### config.mk
export PLATFORM = sky130hd
export DESIGN_NAME = cmplx_mult_axis_pipe
export DESIGN_NICKNAME = d
export VERILOG_FILES = /design/src/rtl/cmplx_pkg.sv /design/src/rtl/cmplx_round_sat.sv /design/src/rtl/cmplx_mult_axis_pipe.sv
export SDC_FILE = /design/constraint.sdc
export NUM_CORES = 2
export LEC_CHECK = 0
export CAP_MARGIN = 10
export CORE_ASPECT_RATIO = 1.1
export CORE_UTILIZATION = 60
export DETAILED_ROUTE_END_ITERATION = 10
export DONT_BUFFER_PORTS = 1
export PLACE_DENSITY_LB_ADDON = 0.1
export SLEW_MARGIN = 20
export SYNTH_ARGS = -nofsm -noshare
export SYNTH_HDL_FRONTEND = slang
export SYNTH_HIERARCHICAL = 1
export SYNTH_SLANG_ARGS = --single-unit
### constraint.sdc
create_clock -name clk -period 7.45 [get_ports clk]
set_input_delay 1.49 -clock clk [delete_from_list [all_inputs] [get_ports clk]]
set_output_delay 1.49 -clock clk [all_outputs]
set_load 0.03 [all_outputs]
### src/rtl/cmplx_pkg.sv
// Shared types and helpers for the pipelined fixed-point complex multiplier.
// Widths derive from the Q format: W = INT_W+FRAC_W per component, 2W per product.
package cmplx_pkg;

    typedef enum logic {
        RND_TRUNC   = 1'b0,
        RND_HALF_UP = 1'b1
    } round_mode_e;

    localparam int DEF_INT_W  = 4;
    localparam int DEF_FRAC_W = 12;

    function automatic int comp_w(input int int_w, input int frac_w);
        return int_w + frac_w;
    endfunction

    function automatic int prod_w(input int int_w, input int frac_w);
        return 2 * (int_w + frac_w);
    endfunction

    localparam int DEF_W = comp_w(DEF_INT_W, DEF_FRAC_W);

    // {imag, real} pair at the default Q format; 'real' is a keyword, hence im/re.
    typedef struct packed {
        logic [DEF_W-1:0] im;
        logic [DEF_W-1:0] re;
    } cplx_t;

    // Clamp a signed value into the two's-complement range of 'width' bits.
    function automatic logic signed [63:0] sat_narrow(input logic signed [63:0] x,
                                                      input int width);
        logic signed [63:0] hi;
        logic signed [63:0] lo;
        hi = (64'sd1 <<< (width - 1)) - 64'sd1;
        lo = -(64'sd1 <<< (width - 1));
        if (x > hi) begin
            return hi;
        end else if (x < lo) begin
            return lo;
        end
        return x;
    endfunction

endpackage

### src/rtl/cmplx_round_sat.sv
// Rounds a 2W+1-bit fixed-point sum back to Q INT_W.FRAC_W and saturates it.
// Purely combinational; sat is high whenever clamping changed the value.
module cmplx_round_sat
    import cmplx_pkg::*;
#(
    parameter int INT_W      = 4,
    parameter int FRAC_W     = 12,
    parameter int ROUND_MODE = 1
) (
    input  logic [2*(INT_W+FRAC_W):0]   din,
    output logic [INT_W+FRAC_W-1:0]     dout,
    output logic                        sat
);

    localparam int W = comp_w(INT_W, FRAC_W);

    logic signed [63:0] wide;
    logic signed [63:0] biased;
    logic signed [63:0] shifted;
    logic signed [63:0] narrowed;

    always_comb begin
        wide = 64'($signed(din));
        // Round-half-up adds half an LSB of the result before the floor shift.
        if (ROUND_MODE == int'(RND_HALF_UP)) begin
            biased = wide + (64'sd1 <<< (FRAC_W - 1));
        end else begin
            biased = wide;
        end
        shifted  = biased >>> FRAC_W;
        narrowed = sat_narrow(shifted, W);
        dout     = narrowed[W-1:0];
        sat      = (narrowed != shifted);
    end

endmodule

### src/rtl/cmplx_mult_axis_pipe.sv
// Three-stage AXI-Stream complex multiplier: P = A*B or A*conj(B) per beat.
// Join of A and B, full back-pressure, rounding/saturation with a sticky flag.
module cmplx_mult_axis_pipe
    import cmplx_pkg::*;
#(
    parameter int INT_W      = 4,
    parameter int FRAC_W     = 12,
    parameter int ROUND_MODE = 1
) (
    input  logic                            clk,
    input  logic                            rst_n,
    input  logic                            input_a_tvalid,
    output logic                            input_a_tready,
    input  logic [2*(INT_W+FRAC_W)-1:0]     input_a_tdata,
    input  logic                            input_b_tvalid,
    output logic                            input_b_tready,
    input  logic [2*(INT_W+FRAC_W)-1:0]     input_b_tdata,
    input  logic                            input_b_tuser,
    output logic                            output_prod_tvalid,
    input  logic                            output_prod_tready,
    output logic [2*(INT_W+FRAC_W)-1:0]     output_prod_tdata,
    output logic [1:0]                      output_prod_tuser,
    output logic                            sat_sticky,
    input  logic                            sat_clr
);

    localparam int W  = comp_w(INT_W, FRAC_W);
    localparam int PW = prod_w(INT_W, FRAC_W);
    localparam int SW = PW + 1;
    localparam logic [W-1:0] W_MIN = {1'b1, {(W-1){1'b0}}};
    localparam logic [W-1:0] W_MAX = ~W_MIN;

    // Handshake: a beat moves on a clock edge where its valid and the receiver's
    // ready are both high; stage k accepts when empty or when stage k+1 accepts,
    // and ready is built only from valids and output_prod_tready, never from data.
    logic rdy1, rdy2, rdy3, fire;
    logic s1_v, s2_v;

    assign rdy3           = !output_prod_tvalid | output_prod_tready;
    assign rdy2           = !s2_v | rdy3;
    assign rdy1           = !s1_v | rdy2;
    assign fire           = input_a_tvalid & input_b_tvalid & rdy1;
    assign input_a_tready = input_b_tvalid & rdy1;
    assign input_b_tready = input_a_tvalid & rdy1;

    // S1: operand capture with optional conjugation of B.
    logic [W-1:0] b_im_adj;
    logic         neg_sat;

    always_comb begin
        neg_sat  = input_b_tuser && (input_b_tdata[2*W-1:W] == W_MIN);
        b_im_adj = input_b_tdata[2*W-1:W];
        if (input_b_tuser) begin
            b_im_adj = neg_sat ? W_MAX : (~input_b_tdata[2*W-1:W] + 1'b1);
        end
    end

    logic signed [W-1:0] s1_ar, s1_ai, s1_br, s1_bi;
    logic                s1_sat;

    always_ff @(posedge clk or negedge rst_n) begin
        if (!rst_n) begin
            s1_v   <= 1'b0;
            s1_ar  <= '0;
            s1_ai  <= '0;
            s1_br  <= '0;
            s1_bi  <= '0;
            s1_sat <= 1'b0;
        end else if (rdy1) begin
            s1_v <= fire;
            if (fire) begin
                s1_ar  <= input_a_tdata[W-1:0];
                s1_ai  <= input_a_tdata[2*W-1:W];
                s1_br  <= input_b_tdata[W-1:0];
                s1_bi  <= b_im_adj;
                s1_sat <= neg_sat;
            end
        end
    end

    // S2: the four partial products, full precision.
    logic signed [PW-1:0] s2_rr, s2_ii, s2_ri, s2_ir;
    logic                 s2_sat;

    always_ff @(posedge clk or negedge rst_n) begin
        if (!rst_n) begin
            s2_v   <= 1'b0;
            s2_rr  <= '0;
            s2_ii  <= '0;
            s2_ri  <= '0;
            s2_ir  <= '0;
            s2_sat <= 1'b0;
        end else if (rdy2) begin
            s2_v <= s1_v;
            if (s1_v) begin
                s2_rr  <= PW'(s1_ar) * PW'(s1_br);
                s2_ii  <= PW'(s1_ai) * PW'(s1_bi);
                s2_ri  <= PW'(s1_ar) * PW'(s1_bi);
                s2_ir  <= PW'(s1_ai) * PW'(s1_br);
                s2_sat <= s1_sat;
            end
        end
    end

    // S3: sums at 2W+1 bits cannot overflow; narrowing happens in round_sat.
    logic signed [SW-1:0] sum_r, sum_i;
    logic [W-1:0]         res_r, res_i;
    logic                 sat_r, sat_i, any_sat;

    assign sum_r   = SW'(s2_rr) - SW'(s2_ii);
    assign sum_i   = SW'(s2_ri) + SW'(s2_ir);
    assign any_sat = sat_r | sat_i | s2_sat;

    cmplx_round_sat #(.INT_W(INT_W), .FRAC_W(FRAC_W), .ROUND_MODE(ROUND_MODE)) u_rs_real (
        .din  (sum_r),
        .dout (res_r),
        .sat  (sat_r)
    );

    cmplx_round_sat #(.INT_W(INT_W), .FRAC_W(FRAC_W), .ROUND_MODE(ROUND_MODE)) u_rs_imag (
        .din  (sum_i),
        .dout (res_i),
        .sat  (sat_i)
    );

    always_ff @(posedge clk or negedge rst_n) begin
        if (!rst_n) begin
            output_prod_tvalid <= 1'b0;
            output_prod_tdata  <= '0;
            output_prod_tuser  <= '0;
        end else if (rdy3) begin
            output_prod_tvalid <= s2_v;
            if (s2_v) begin
                output_prod_tdata <= {res_i, res_r};
                output_prod_tuser <= {sat_i | s2_sat, sat_r | s2_sat};
            end
        end
    end

    // A saturated beat landing in the output register beats a concurrent clear.
    always_ff @(posedge clk or negedge rst_n) begin
        if (!rst_n) begin
            sat_sticky <= 1'b0;
        end else if (rdy3 && s2_v && any_sat) begin
            sat_sticky <= 1'b1;
        end else if (sat_clr) begin
            sat_sticky <= 1'b0;
        end
    end

endmodule

==> flow_summary.json <==
{
  "status": "completed",
  "fmax_mhz": 138.4,
  "hp-class": "reg -> reg",
  "place.port_buffers": 0,
  "crit_fanout": 15,
  "syn-instance-count": 5796,
  "setup_tns_ns": 0,
  "ys_warn_count": 6,
  "clkLatencyLatePin_ns": 0.58,
  "drt_pass1_iterations": 5,
  "clock_path_buffers": 3,
  "clock_skew_ns": 0.03345,
  "layout_commonest_cell": "inv_1",
  "place_congestion": 0.9672,
  "fillCellCount": 7428,
  "area_growth_pct": 5.605,
  "rows": 113,
  "die_w_um": 283.9,
  "rrSetupSlack_ns": 0.23,
  "cts.sinks": 232,
  "grt_pass1_vias": 39650,
  "setup_viol": 0,
  "ioPinCount": 109,
  "worstSetupPathType": "reg -> reg",
  "die_area_sq_um": 88580,
  "cts-htree-levels": 2,
  "dp_hpwl_um": 109800,
  "cts_tree": "done",
  "worst_pin_slew_ns": 1.133,
  "hold_violations": 0,
  "worstSetupEndpointType": "flip-flop",
  "drc": 0,
  "syn_nets": 7312,
  "cts_root_buf": "clkbuf_16",
  "ant_nets": 0,
  "startpoint_type": "flip-flop",
  "grt_pass1_wl_um": 220300,
  "final_util": 0.6410,
  "synth_area_sq_um": 52430,
  "postSynthAreaPerCell_sq_um": 9.046,
  "final_cell_mix": "inv_1 (1194), fa_1 (1050), nand2_1 (809)",
  "cts_setup_buffers": 0,
  "rsz0062_at_grt": "false",
  "drt_wl_total_um": 135700,
  "grt-ovfl-total": 0,
  "vias": 38690,
  "cts_buffers": 34,
  "routedWlPerCell_um": 19.65,
  "max_slew_margin": 0.2448,
  "worstPathArrival_ns": 7.66,
  "grt_max_degree": 233,
  "crit_required_ns": 7.88,
  "grt.total_usage": 0.3204,
  "period_needed_ns": 7.225,
  "period_share": 0.9698,
  "layout-drive-gt1-share": 0.05455,
  "fin_nets": 7249,
  "start_util": 0.6070,
  "die_y_um": 312.0,
  "maxCapViolCount": 0,
  "clkTransAtPathRegs_ns": 0.06,
  "fp.coreArea_sq_um": 86390,
  "drtIter0Drc": 2895,
  "slew_violations": 0,
  "antenna_found_initial": 1,
  "via_per_inst": 5.601
}
critical path, cell delays in order (launching register included):
cell and delay, ns:
dfrtp_1 0.88, buf_4 0.34, and2_1 0.19, fa_1 0.43
inv_1 0.11, fa_1 0.45, fa_1 0.52, inv_1 0.06
fa_1 0.51, fa_1 0.52, inv_1 0.06, fa_1 0.54
inv_1 0.06, ha_1 0.33, a21oi_1 0.25, nand2_1 0.08
o31ai_1 0.36, buf_4 0.24, o21ai_0 0.22, a31oi_1 0.39
xor2_1 0.25, buf_4 0.18, o21ai_0 0.07
routing by layer:
| layer | routed length (um) | GRT usage | vias to the layer above |
|---|---|---|---|
| li1 | - | - | 17520 |
| met1 | 58100 | 0.4565 | 19590 |
| met2 | 61600 | 0.4961 | 1337 |
| met3 | 10450 | 0.05511 | 245 |
| met4 | 5537 | 0.1144 | 0 |
| met5 | 0 | 0 | - |
stage by stage:
step | cell area (sq um) | hold WS, ns | std cells | worst slack (ns)
after floorplan | 52430 | 0.4473 | 5796 | 1.151
after CTS | 55360 | 0.4804 | 6906 | 0.2689
final | 55370 | 0.4757 | 6907 | 0.2252
after global placement | 54160 | 0.4612 | 6847 | 0.3492
after detailed placement | 54170 | 0.4702 | 6847 | 0.2868
after global routing | 55370 | 0.4988 | 6907 | 0.003495
final cells by class:
type | count | area, sq um | share of cell area
diodes | 1 | 2.502 | 0.00004519
clock buffers | 45 | 973.4 | 0.01758
clock inverters | 14 | 219.0 | 0.003954
inverters | 1195 | 4486 | 0.08101
multi-input cells | 4117 | 41170 | 0.7436
flip-flops and latches | 232 | 5817 | 0.1051
well taps | 1150 | 1439 | 0.02599
repair buffers | 153 | 1261 | 0.02278
repair_timing:
item	in CTS	in global routing
hold buffers	0	0
resized for setup	0	9
endpoints found under the setup margin	0	6
sequential cells by signal (all words and copies together) (netlist names):
signal / count
output_prod_tdata: 32
s2_ii: 32
s2_ir: 32
s2_ri: 32
s2_rr: 32
s1_ai: 16
s1_ar: 16
s1_bi: 16
s1_br: 16
output_prod_tuser: 2
output_prod_tvalid: 1
s1_sat: 1
s1_v: 1
s2_sat: 1
s2_v: 1
sat_sticky: 1
worst paths after layout:
kind / start / endpoint / depth (start not counted)
max: s1_ai[9] / s2_ii[21] / 22
max in group asynchronous: rst_n / s1_ai[7] / 0
min: s2_ii[28] / s2_ii[28] / 2
min in group asynchronous: rst_n / output_prod_tdata[12] / 0
min reg2reg: s2_ii[28] / s2_ii[28] / 2
max reg2reg: s1_ai[9] / s2_ii[21] / 22
Power is not shown: default switching activity piles up to over one toggle a cycle in this logic, so the estimate is an artifact.
